==> src/rtl/amp_trig_pkg.sv <==
// Shared types and default sizing for the multi-channel amplifier trigger generator.
package amp_trig_pkg;

  localparam int unsigned N_CH_DEF     = 4;
  localparam int unsigned DLY_W_DEF    = 7;
  localparam int unsigned PW_W_DEF     = 4;
  localparam int unsigned BLK_SIZE_DEF = 20;

  typedef enum logic [1:0] {
    IDLE  = 2'd0,
    ARMED = 2'd1,
    PULSE = 2'd2,
    DONE  = 2'd3
  } chan_state_e;

endpackage

==> src/rtl/amp_trig_chan.sv <==
// One trigger channel: shadow config latched at the gate edge, delay match, pulse stretcher.
module amp_trig_chan
  import amp_trig_pkg::*;
#(
  parameter int unsigned DLY_W = DLY_W_DEF,
  parameter int unsigned PW_W  = PW_W_DEF
) (
  input  logic             clk,
  input  logic             rst_n,
  input  logic             edge_det,
  input  logic             trig_b,
  input  logic [DLY_W-1:0] mstr_ctr,
  input  logic             cfg_en,
  input  logic [DLY_W-1:0] cfg_delay,
  input  logic [PW_W-1:0]  cfg_width,
  output logic             amp_trig,
  output logic             missed,
  output logic             active_c
);

  chan_state_e      state_q, state_d;
  logic [DLY_W-1:0] dly_q, dly_d;
  logic [PW_W-1:0]  wid_q, wid_d;
  logic [PW_W-1:0]  wcnt_q, wcnt_d;
  logic             amp_q, amp_d;
  logic             missed_q, missed_d;

  always_comb begin
    state_d  = state_q;
    dly_d    = dly_q;
    wid_d    = wid_q;
    wcnt_d   = wcnt_q;
    amp_d    = amp_q;
    missed_d = 1'b0;

    if (edge_det) begin
      dly_d = cfg_delay;
      wid_d = cfg_width;
    end

    unique case (state_q)
      IDLE: begin
        if (edge_det && cfg_en) state_d = ARMED;
      end
      ARMED: begin
        if (mstr_ctr == dly_q) begin
          state_d = PULSE;
          wcnt_d  = wid_q;
          amp_d   = 1'b1;
        end else if (!trig_b) begin
          // A gate that re-opens in the same cycle re-arms with the fresh config.
          missed_d = 1'b1;
          state_d  = (edge_det && cfg_en) ? ARMED : IDLE;
        end
      end
      PULSE: begin
        if (wcnt_q == '0) begin
          amp_d   = 1'b0;
          state_d = DONE;
        end else begin
          wcnt_d = wcnt_q - PW_W'(1);
        end
      end
      DONE: begin
        if (!trig_b) state_d = IDLE;
      end
      default: state_d = IDLE;
    endcase
  end

  always_ff @(posedge clk or negedge rst_n) begin
    if (!rst_n) begin
      state_q  <= IDLE;
      dly_q    <= '0;
      wid_q    <= '0;
      wcnt_q   <= '0;
      amp_q    <= 1'b0;
      missed_q <= 1'b0;
    end else begin
      state_q  <= state_d;
      dly_q    <= dly_d;
      wid_q    <= wid_d;
      wcnt_q   <= wcnt_d;
      amp_q    <= amp_d;
      missed_q <= missed_d;
    end
  end

  assign amp_trig = amp_q;
  assign missed   = missed_q;
  assign active_c = (state_q != IDLE);

endmodule

==> src/rtl/amp_trig_multi.sv <==
// Top: trigger synchroniser, config staging, coarse timebase and per-channel trigger FSMs.
module amp_trig_multi
  import amp_trig_pkg::*;
#(
  parameter int unsigned N_CH     = N_CH_DEF,
  parameter int unsigned DLY_W    = DLY_W_DEF,
  parameter int unsigned PW_W     = PW_W_DEF,
  parameter int unsigned BLK_SIZE = BLK_SIZE_DEF
) (
  input  logic                  clk,
  input  logic                  rst_n,
  input  logic                  trigger_in,
  input  logic [N_CH-1:0]       trig_out_en,
  input  logic [N_CH*DLY_W-1:0] trig_out_delay,
  input  logic [N_CH*PW_W-1:0]  trig_out_width,
  output logic [N_CH-1:0]       amp_trig,
  output logic [N_CH-1:0]       missed,
  output logic                  busy
);

  localparam int unsigned BLK_W = $clog2(BLK_SIZE + 1);
  localparam logic [DLY_W-1:0] MSTR_MAX = '1;

  logic                  trig_a_q, trig_a_d, trig_b_q, trig_b_d;
  logic                  init_q, init_d, arm_q, arm_d;
  logic [N_CH-1:0]       en_r1_q, en_r2_q;
  logic [N_CH*DLY_W-1:0] dly_r1_q, dly_r2_q;
  logic [N_CH*PW_W-1:0]  wid_r1_q, wid_r2_q;
  logic [BLK_W-1:0]      blk_ctr_q, blk_ctr_d;
  logic [DLY_W-1:0]      mstr_ctr_q, mstr_ctr_d;
  logic                  edge_c;
  logic [N_CH-1:0]       active_c;

  // Edges are only honoured once the gate has been seen low after reset.
  always_comb begin
    trig_a_d = trigger_in;
    trig_b_d = trig_a_q;
    init_d   = 1'b1;
    arm_d    = arm_q | (init_q & ~trig_a_q);
    edge_c   = trig_a_q & ~trig_b_q & arm_q;
  end

  // Coarse timebase runs only while the synchronised gate is open.
  always_comb begin
    blk_ctr_d  = '0;
    mstr_ctr_d = '0;
    if (trig_b_q) begin
      if (blk_ctr_q == BLK_W'(BLK_SIZE)) begin
        blk_ctr_d  = '0;
        mstr_ctr_d = (mstr_ctr_q == MSTR_MAX) ? mstr_ctr_q : mstr_ctr_q + DLY_W'(1);
      end else begin
        blk_ctr_d  = blk_ctr_q + BLK_W'(1);
        mstr_ctr_d = mstr_ctr_q;
      end
    end
  end

  always_ff @(posedge clk or negedge rst_n) begin
    if (!rst_n) begin
      trig_a_q   <= 1'b0;
      trig_b_q   <= 1'b0;
      init_q     <= 1'b0;
      arm_q      <= 1'b0;
      en_r1_q    <= '0;
      en_r2_q    <= '0;
      dly_r1_q   <= '0;
      dly_r2_q   <= '0;
      wid_r1_q   <= '0;
      wid_r2_q   <= '0;
      blk_ctr_q  <= '0;
      mstr_ctr_q <= '0;
    end else begin
      trig_a_q   <= trig_a_d;
      trig_b_q   <= trig_b_d;
      init_q     <= init_d;
      arm_q      <= arm_d;
      en_r1_q    <= trig_out_en;
      en_r2_q    <= en_r1_q;
      dly_r1_q   <= trig_out_delay;
      dly_r2_q   <= dly_r1_q;
      wid_r1_q   <= trig_out_width;
      wid_r2_q   <= wid_r1_q;
      blk_ctr_q  <= blk_ctr_d;
      mstr_ctr_q <= mstr_ctr_d;
    end
  end

  for (genvar k = 0; k < N_CH; k++) begin : g_ch
    amp_trig_chan #(
      .DLY_W(DLY_W),
      .PW_W (PW_W)
    ) u_chan (
      .clk      (clk),
      .rst_n    (rst_n),
      .edge_det (edge_c),
      .trig_b   (trig_b_q),
      .mstr_ctr (mstr_ctr_q),
      .cfg_en   (en_r2_q[k]),
      .cfg_delay(dly_r2_q[k*DLY_W +: DLY_W]),
      .cfg_width(wid_r2_q[k*PW_W +: PW_W]),
      .amp_trig (amp_trig[k]),
      .missed   (missed[k]),
      .active_c (active_c[k])
    );
  end

  assign busy = |active_c;

endmodule

==> config.mk <==
export PLATFORM = sky130hd
export DESIGN_NAME = amp_trig_multi
export DESIGN_NICKNAME = d
export VERILOG_FILES = /design/src/rtl/amp_trig_pkg.sv /design/src/rtl/amp_trig_chan.sv /design/src/rtl/amp_trig_multi.sv
export SDC_FILE = /design/constraint.sdc
export NUM_CORES = 1
export LEC_CHECK = 0
export CAP_MARGIN = 20
export CORE_MARGIN = 2
export CORE_UTILIZATION = 60
export DETAILED_ROUTE_END_ITERATION = 10
export PLACE_DENSITY_LB_ADDON = 0.12
export SETUP_SLACK_MARGIN = 0.15
export SYNTH_ARGS = -nofsm -noshare
export SYNTH_HDL_FRONTEND = slang
export SYNTH_HIERARCHICAL = 1
export SYNTH_SLANG_ARGS = --single-unit
==> constraint.sdc <==
create_clock -name clk -period 4.7 [get_ports clk]
set_input_delay 0.94 -clock clk [delete_from_list [all_inputs] [get_ports clk]]
set_output_delay 0.94 -clock clk [all_outputs]
set_load 0.01 [all_outputs]
==> results.txt, run 1 <==
Outcome -> complete, no violations
Synthesized cell area -> 6940 sq um
CTS Buf Count -> 17
CTS sink count -> 188
Diode count -> 0
Largest net degree at the start of global routing -> 110
Initial antenna violation count -> 0
Number of vias per cell -> 5.447
Crit Reg-Reg Startpoint -> trig_b_q$_DFF_PN0_
Pins Over Slew Limit -> 0
Crit path time final -> 3197 ps
TritonRoute pass-1 iters -> 4
Multi-input logic area -> 2128 sq um
Seq/Total Area, Yosys -> 0.6778
Io pins -> 60
Fmax -> 312.8 MHz
Hold slack -> 347.7 ps
Worst-Margin Slew -> 1002 ps
Syn avg cell area -> 14.02 sq um
Gpl congestion -> 0.7929
Hold crit path type -> reg2reg
Distinct cells, synth -> 44
EDFF count, synth -> 0
DP Wirelength -> 7.206 mm
Share of layout cells above drive strength 1 -> 0.1655
Bufs on Longest Clock Path -> 2
Crit path to -> busy
Worst setup EP type -> primary output
Fin crit share -> 0.6803
PwrDens -> 503.6 nW/um^2
Via Count -> 3,938
# DRC -> 0
Total power -> 4211 uW
CP startpoint kind -> register
Net count, final -> 625
CTS Hold Buffers Added -> 0
Ys Warns -> 6
Critical path class -> reg2out
Lkg Pwr -> 0.003801 uW
Mapped Cells -> 495
R2r endpoint -> g_ch[1].u_chan/state_q[0]$_DFFE_PN0P_
Setup bufs post-CTS -> 0
H-Tree Depth -> 4
Clock transition at path regs -> 60 ps
Max-Slew Margin vs Limit -> 0.3323
Total grt overflow -> 0
TritonCTS clock tree -> yes
FF+latch count, synth -> 188
Die W -> 111.6 um
Post-route ant nets -> 0
Max-cap violation count -> 0
Fin. Hold Viols -> 0
Seq. cell area -> 4705 sq um
Largest cells by area after synthesis -> dfrtp_1, mux2_2, xor2_1
Row cnt -> 39
Total core area -> 11,370 sq um
Crit-path max FO -> 10
Setup Skew -> 7.156 ps
Final worst setup slack -> 1503 ps
RSZ-0062 raised after global routing -> false
Pre-CTS WS -> 1941 ps
Initial Util -> 0.6104
PostCTS Resize Cnt -> 0
Fillcell total -> 711
Layout Area Growth over Synthesis -> 20.48%
Most common cell after layout, fill and taps aside -> dfrtp_1
DR WL/cell -> 15.92 um
Setup_tns -> 0 ps
1st-iter DRT viols -> 352
Synth Flop Type -> dfrtp_1
Max VDD drop -> 0.0003699 V
Largest area contributor in the netlist -> dfrtp_1
Clk_lat worst skew -> 430 ps
CP arrival -> 2260 ps
Root buf cell -> clkbuf_16
Port bufs -> 59
Reg2reg setup slack -> 2190 ps
GRT Total Usage -> 0.2047
Die area -> 12,440 sq um
R2r worst-path depth -> 7
Req. time, crit path -> 3760 ps
Count of final setup violators -> 0
Synth Net Count -> 553
Most frequent cells in the layout -> dfrtp_1, clkdlybuf4s50_1, nand2_1, mux2_2, xor2_1
Top-area cell type share of the netlist area -> 0.6778
First-pass GRT wire length -> 19.82 mm
Hold Path Depth -> 0
Die Y -> 111.6 um
Post-synth ARST share -> 1.000
Vias in the first global route -> 4,034
WL final -> 11.51 mm
[cells by family after synthesis]
group           count (synthesis)  share of synthesized area
buf+inv                        27                    0.01568
mux                            46                    0.07355
other cells                     1                  0.0005403
simple gates                  125                     0.1080
xor+xnor                       30                    0.03786
flops                         188                     0.6778
fa+ha+maj                       7                    0.01262
compound gates                 71                    0.07391
[cell type report]
cell class | count | area share
Clock buffer | 18 | 0.05252
Clock inverter | 14 | 0.02589
Inverter | 18 | 0.008080
Multi-Input combinational cell | 280 | 0.2545
Sequential cell | 188 | 0.5626
Tap cell | 143 | 0.02140
Timing Repair Buffer | 62 | 0.07497
[Yosys cell counts (5+ instances only)]
master    count
dfrtp_1     188
nand2_1      45
mux2_2       40
xor2_1       29
a21oi_1      24
nor2_1       23
inv_1        18
nand3_1      12
o21ai_0      11
nand2b_1      9
clkbuf_1      8
o221a_1       8
ha_1          7
mux2i_1       6
nor2b_1       5
[registers in the layout, indices dropped and copies added (netlist names), 4 cells and up, named ones only]
register / cells
dly_r1_q: 28
dly_r2_q: 28
g_ch.u_chan/dly_q: 28
g_ch.u_chan/wcnt_q: 16
g_ch.u_chan/wid_q: 16
wid_r1_q: 16
wid_r2_q: 16
mstr_ctr_q: 7
blk_ctr_q: 5
en_r1_q: 4
en_r2_q: 4
g_ch.u_chan/amp_trig: 4
g_ch.u_chan/missed: 4
g_ch.u_chan/state_q: 4
[per-stage QoR]
stage,utilization,area [sq um],std cells
global placement,0.6778,7706,691
finish,0.7354,8362,723
floorplan,-,6940,495
CTS,0.7354,8362,723
global route,0.7354,8362,723
detailed placement,0.6778,7706,691
[how the worst min path moves through the flow]
stage                      startpoint  slack (ps)                endpoint
3_3_place_gp   dly_r1_q[14]$_DFF_PN0_         330  dly_r2_q[14]$_DFF_PN0_
3_5_place_dp   dly_r1_q[16]$_DFF_PN0_         330  dly_r2_q[16]$_DFF_PN0_
4_1_cts         wid_r1_q[1]$_DFF_PN0_         350   wid_r2_q[1]$_DFF_PN0_
2_1_floorplan   dly_r1_q[0]$_DFF_PN0_         330   dly_r2_q[0]$_DFF_PN0_
5_1_grt        dly_r1_q[16]$_DFF_PN0_         350  dly_r2_q[16]$_DFF_PN0_
6_report       dly_r1_q[19]$_DFF_PN0_         350  dly_r2_q[19]$_DFF_PN0_
[per-layer routing]
layer / global-route usage / up-vias / share of wire
li1: - / 1860 / -
met1: 0.2711 / 1985 / 0.45
met2: 0.3289 / 73 / 0.50
met3: 0.04954 / 20 / 0.035
met4: 0.08807 / 0 / 0.019
met5: 0 / - / 0
[worst max-delay path: stages, from the launching register on]
cell             delay (ps)
dfrtp_1                 470
or2_2                   340
or4_1                   520
clkdlybuf4s50_1         500
[power by group]
part	switching, uW	internal, uW	total (uW)
logic	307	335	642
clock network	593	960	1550
registers	178	1840	2020
total	1080	3130	4210
Note: power is estimated with default switching activity, not from simulation.
==> run 2, diff against run 1 <==
--- a/config.mk
+++ b/config.mk
@@ -7,7 +7,7 @@
 export LEC_CHECK = 0
 export CAP_MARGIN = 20
 export CORE_MARGIN = 2
-export CORE_UTILIZATION = 60
+export CORE_UTILIZATION = 57
 export DETAILED_ROUTE_END_ITERATION = 10
 export PLACE_DENSITY_LB_ADDON = 0.12
 export SETUP_SLACK_MARGIN = 0.15
==> constraint.sdc (replaced) <==
create_clock -name clk -period 3.35 [get_ports clk]
set_input_delay 0.67 -clock clk [delete_from_list [all_inputs] [get_ports clk]]
set_output_delay 0.67 -clock clk [all_outputs]
set_load 0.01 [all_outputs]
==> run 2 against run 1 <==
  * Sequential power rose by 40%
  * Critical path depth unchanged
  * Combinational power grew 42%
  * Clock power is 23% higher
  * Via count increased by 1.4%
  * Setup slack worse by 1100 ps
  * Core utilization is 4.2 points lower
  * Sequential share of layout area grew 0.45 points
  * Routed wire length grew 1.7%
  * Global-route usage down 0.52 points
  * Total power is 34% higher
  * Non-clock buffer count stayed put
==> results.txt, run 2 (synthesis results as in run 1) <==
TritonCTS clock tree -> yes
Critical path buffers and inverters -> 1 (unchanged)
Crit-path max FO -> 7 (-3)
Die Y -> 114.3 um (+2.5%)
Critical Path Start -> g_ch[0].u_chan/state_q[0]$_DFFE_PN0P_
Root buf cell -> clkbuf_16
GR met1 Demand/Resource -> 0.2418 (-0.02929)
WL final -> 11.71 mm (+1.7%)
Share of layout cells above drive strength 1 -> 0.1554 (-0.01008)
PwrDens -> 682.0 nW/um^2 (+35%)
Clk_lat worst skew -> 430 ps (about the same)
Row cnt -> 40 (+2.6%)
Fin. Hold Viols -> 0 (unchanged)
Largest stage delay on the critical path -> 520 ps (about the same)
Post-Place Cells -> 695 (+0.58%)
Hold crit path type -> in2async
CTS sink count -> 188 (unchanged)
Clock transition at path regs -> 60 ps (about the same)
DR WL/cell -> 16.12 um (+1.3%)
GRT Total Usage -> 0.1996 (-0.005165)
Initial antenna violation count -> 0 (unchanged)
Critical path class -> reg2out
Net count, final -> 625 (unchanged)
Max-cap violation count -> 0 (unchanged)
Port bufs -> 59 (unchanged)
Die area -> 13,070 sq um (+5.1%)
Post-route ant nets -> 0 (unchanged)
DP Wirelength -> 7.509 mm (+4.2%)
Pins Over Slew Limit -> 0 (unchanged)
Fin crit share -> 0.8770
Req. time, crit path -> 2680 ps (-1080 ps)
H-Tree Depth -> 4 (unchanged)
Setup_tns -> 0 ps (unchanged)
Met2 GRT Util -> 0.3337 (+0.004868)
Die W -> 114.3 um (+2.5%)
Max-Slew Margin vs Limit -> 0.6242 (+0.2919)
Gpl congestion -> 0.8430 (+6.3%)
Most common cell after layout, fill and taps aside -> dfrtp_1
PostCTS Resize Cnt -> 0 (unchanged)
Crit Reg-Reg Startpoint -> trig_b_q$_DFF_PN0_
Bufs on Longest Clock Path -> 2 (unchanged)
Seq. cell area -> 4705 sq um (unchanged)
Diode count -> 0 (unchanged)
Total core area -> 11,960 sq um (+5.2%)
Slowest-stage cell, CP -> or4_1
TritonRoute pass-1 iters -> 5 (+1)
First-pass GRT wire length -> 19.71 mm (-0.56%)
Number of vias per cell -> 5.500 (+0.98%)
Worst-Margin Slew -> 563.6 ps (-437.9 ps)
CTS Hold Buffers Added -> 0 (unchanged)
Worst path cell trace -> or2_2, or4_1, clkdlybuf4s50_1
R2r worst-path depth -> 6 (-1)
# DRC -> 0 (unchanged)
Max VDD drop -> 0.0005089 V (+38%)
CP startpoint kind -> register
Via Count -> 3,993 (+1.4%)
Final std cells w/o fill -> 726 (+0.41%)
RSZ-0062 raised after global routing -> false
Fillcell total -> 848 (+19%)
Outcome -> complete, no violations
CTS Buf Count -> 17 (unchanged)
Io pins -> 60 (unchanged)
Lkg Pwr -> 0.003753 uW (-1.2%)
Met3 usage -> 0.06353 (+0.01399)
Top Family by Delay on Critical Path -> simple AND/OR/NAND/NOR gates
Setup Skew -> 6.422 ps (-0.7340 ps)
Multi-input logic area -> 2128 sq um (unchanged)
Vias in the first global route -> 4,153 (+2.9%)
Crit path time final -> 2938 ps
Layout Area Growth over Synthesis -> 19.52%
Most frequent cells in the layout -> dfrtp_1, clkdlybuf4s50_1, nand2_1, mux2_2, xor2_1
Initial Util -> 0.5802 (-0.03020)
Total grt overflow -> 0 (unchanged)
Reg2reg setup slack -> 1090 ps (-1100 ps)
Top Registers -> dly_r1_q: 28 flops, dly_r2_q: 28 flops, g_ch.u_chan/dly_q: 28 flops
Crit path to -> busy
Fmax -> 340.4 MHz
1st-iter DRT viols -> 333 (-5.4%)
Worst setup EP type -> primary output
R2r endpoint -> g_ch[0].u_chan/state_q[0]$_DFFE_PN0P_
Largest net degree at the start of global routing -> 75 (-32%)
Grt peak-use layer -> met2
Crit. path cell count -> 3 (unchanged)
Count of final setup violators -> 0 (unchanged)
Setup bufs post-CTS -> 0 (unchanged)
CP arrival -> 2270 ps (about the same)
[run 2: changes by cell type in the layout (fill, tap and decap cells not counted)]
cell and change:
buf_12 +2, buf_4 -2, bufinv_16 -3, clkbuf_1 +5, clkbuf_8 -1, clkinv_2 -2, clkinv_4 -1, clkinvlp_4 +1
[run 2: worst min-delay path by stage]
stage | startpoint | slack (ps) | end
2_1_floorplan | dly_r1_q[0]$_DFF_PN0_ | 330 | dly_r2_q[0]$_DFF_PN0_
6_report | rst_n | 210 | wid_r2_q[4]$_DFF_PN0_
4_1_cts | rst_n | 220 | wid_r2_q[4]$_DFF_PN0_
5_1_grt | rst_n | 240 | wid_r2_q[4]$_DFF_PN0_
3_5_place_dp | dly_r1_q[19]$_DFF_PN0_ | 330 | dly_r2_q[19]$_DFF_PN0_
3_3_place_gp | wid_r1_q[11]$_DFF_PN0_ | 330 | wid_r2_q[11]$_DFF_PN0_
[run 2: area by class of cell]
| class | instances | area share |
|---|---|---|
| clock buffer | 22 | 0.05354 |
| clock inverter | 9 | 0.01388 |
| inverter | 18 | 0.008145 |
| multi-input combinational | 280 | 0.2566 |
| sequential | 188 | 0.5671 |
| tap | 147 | 0.02217 |
| timing repair buffer | 62 | 0.07858 |
[run 2: worst reg2reg max path, stage by stage (launching register included)]
cell	delay [ps]
dfrtp_1	590
inv_1	310
and3_2	510
buf_12	280
a21oi_1	160
a211o_1	290
nand2_1	60
[run 2: report_power, final]
part	switching [uW]	total [uW]	internal, uW
clock	812	1910	1100
sequential	252	2830	2580
combinational	440	914	474
[run 2: through the flow]
step	total power [uW]	setup WS, ps	hold WS, ps	util	cell area [sq um]
global placement	3705	870.7	331.0	0.6468	7736
CTS	5722	383.0	219.7	0.6935	8295
finish	5658	411.9	208.0	0.6935	8295
floorplan	3399	1316	331.2	-	6940
detailed placement	3782	862.2	334.7	0.6468	7736
global route	5952	370.7	238.6	0.6935	8295
[run 2: layer usage]
metal  wire length (um)  vias up
li1                   -     1853
met1               4872     2028
met2               6144       92
met3                509       20
met4                180        0
met5                  0        -
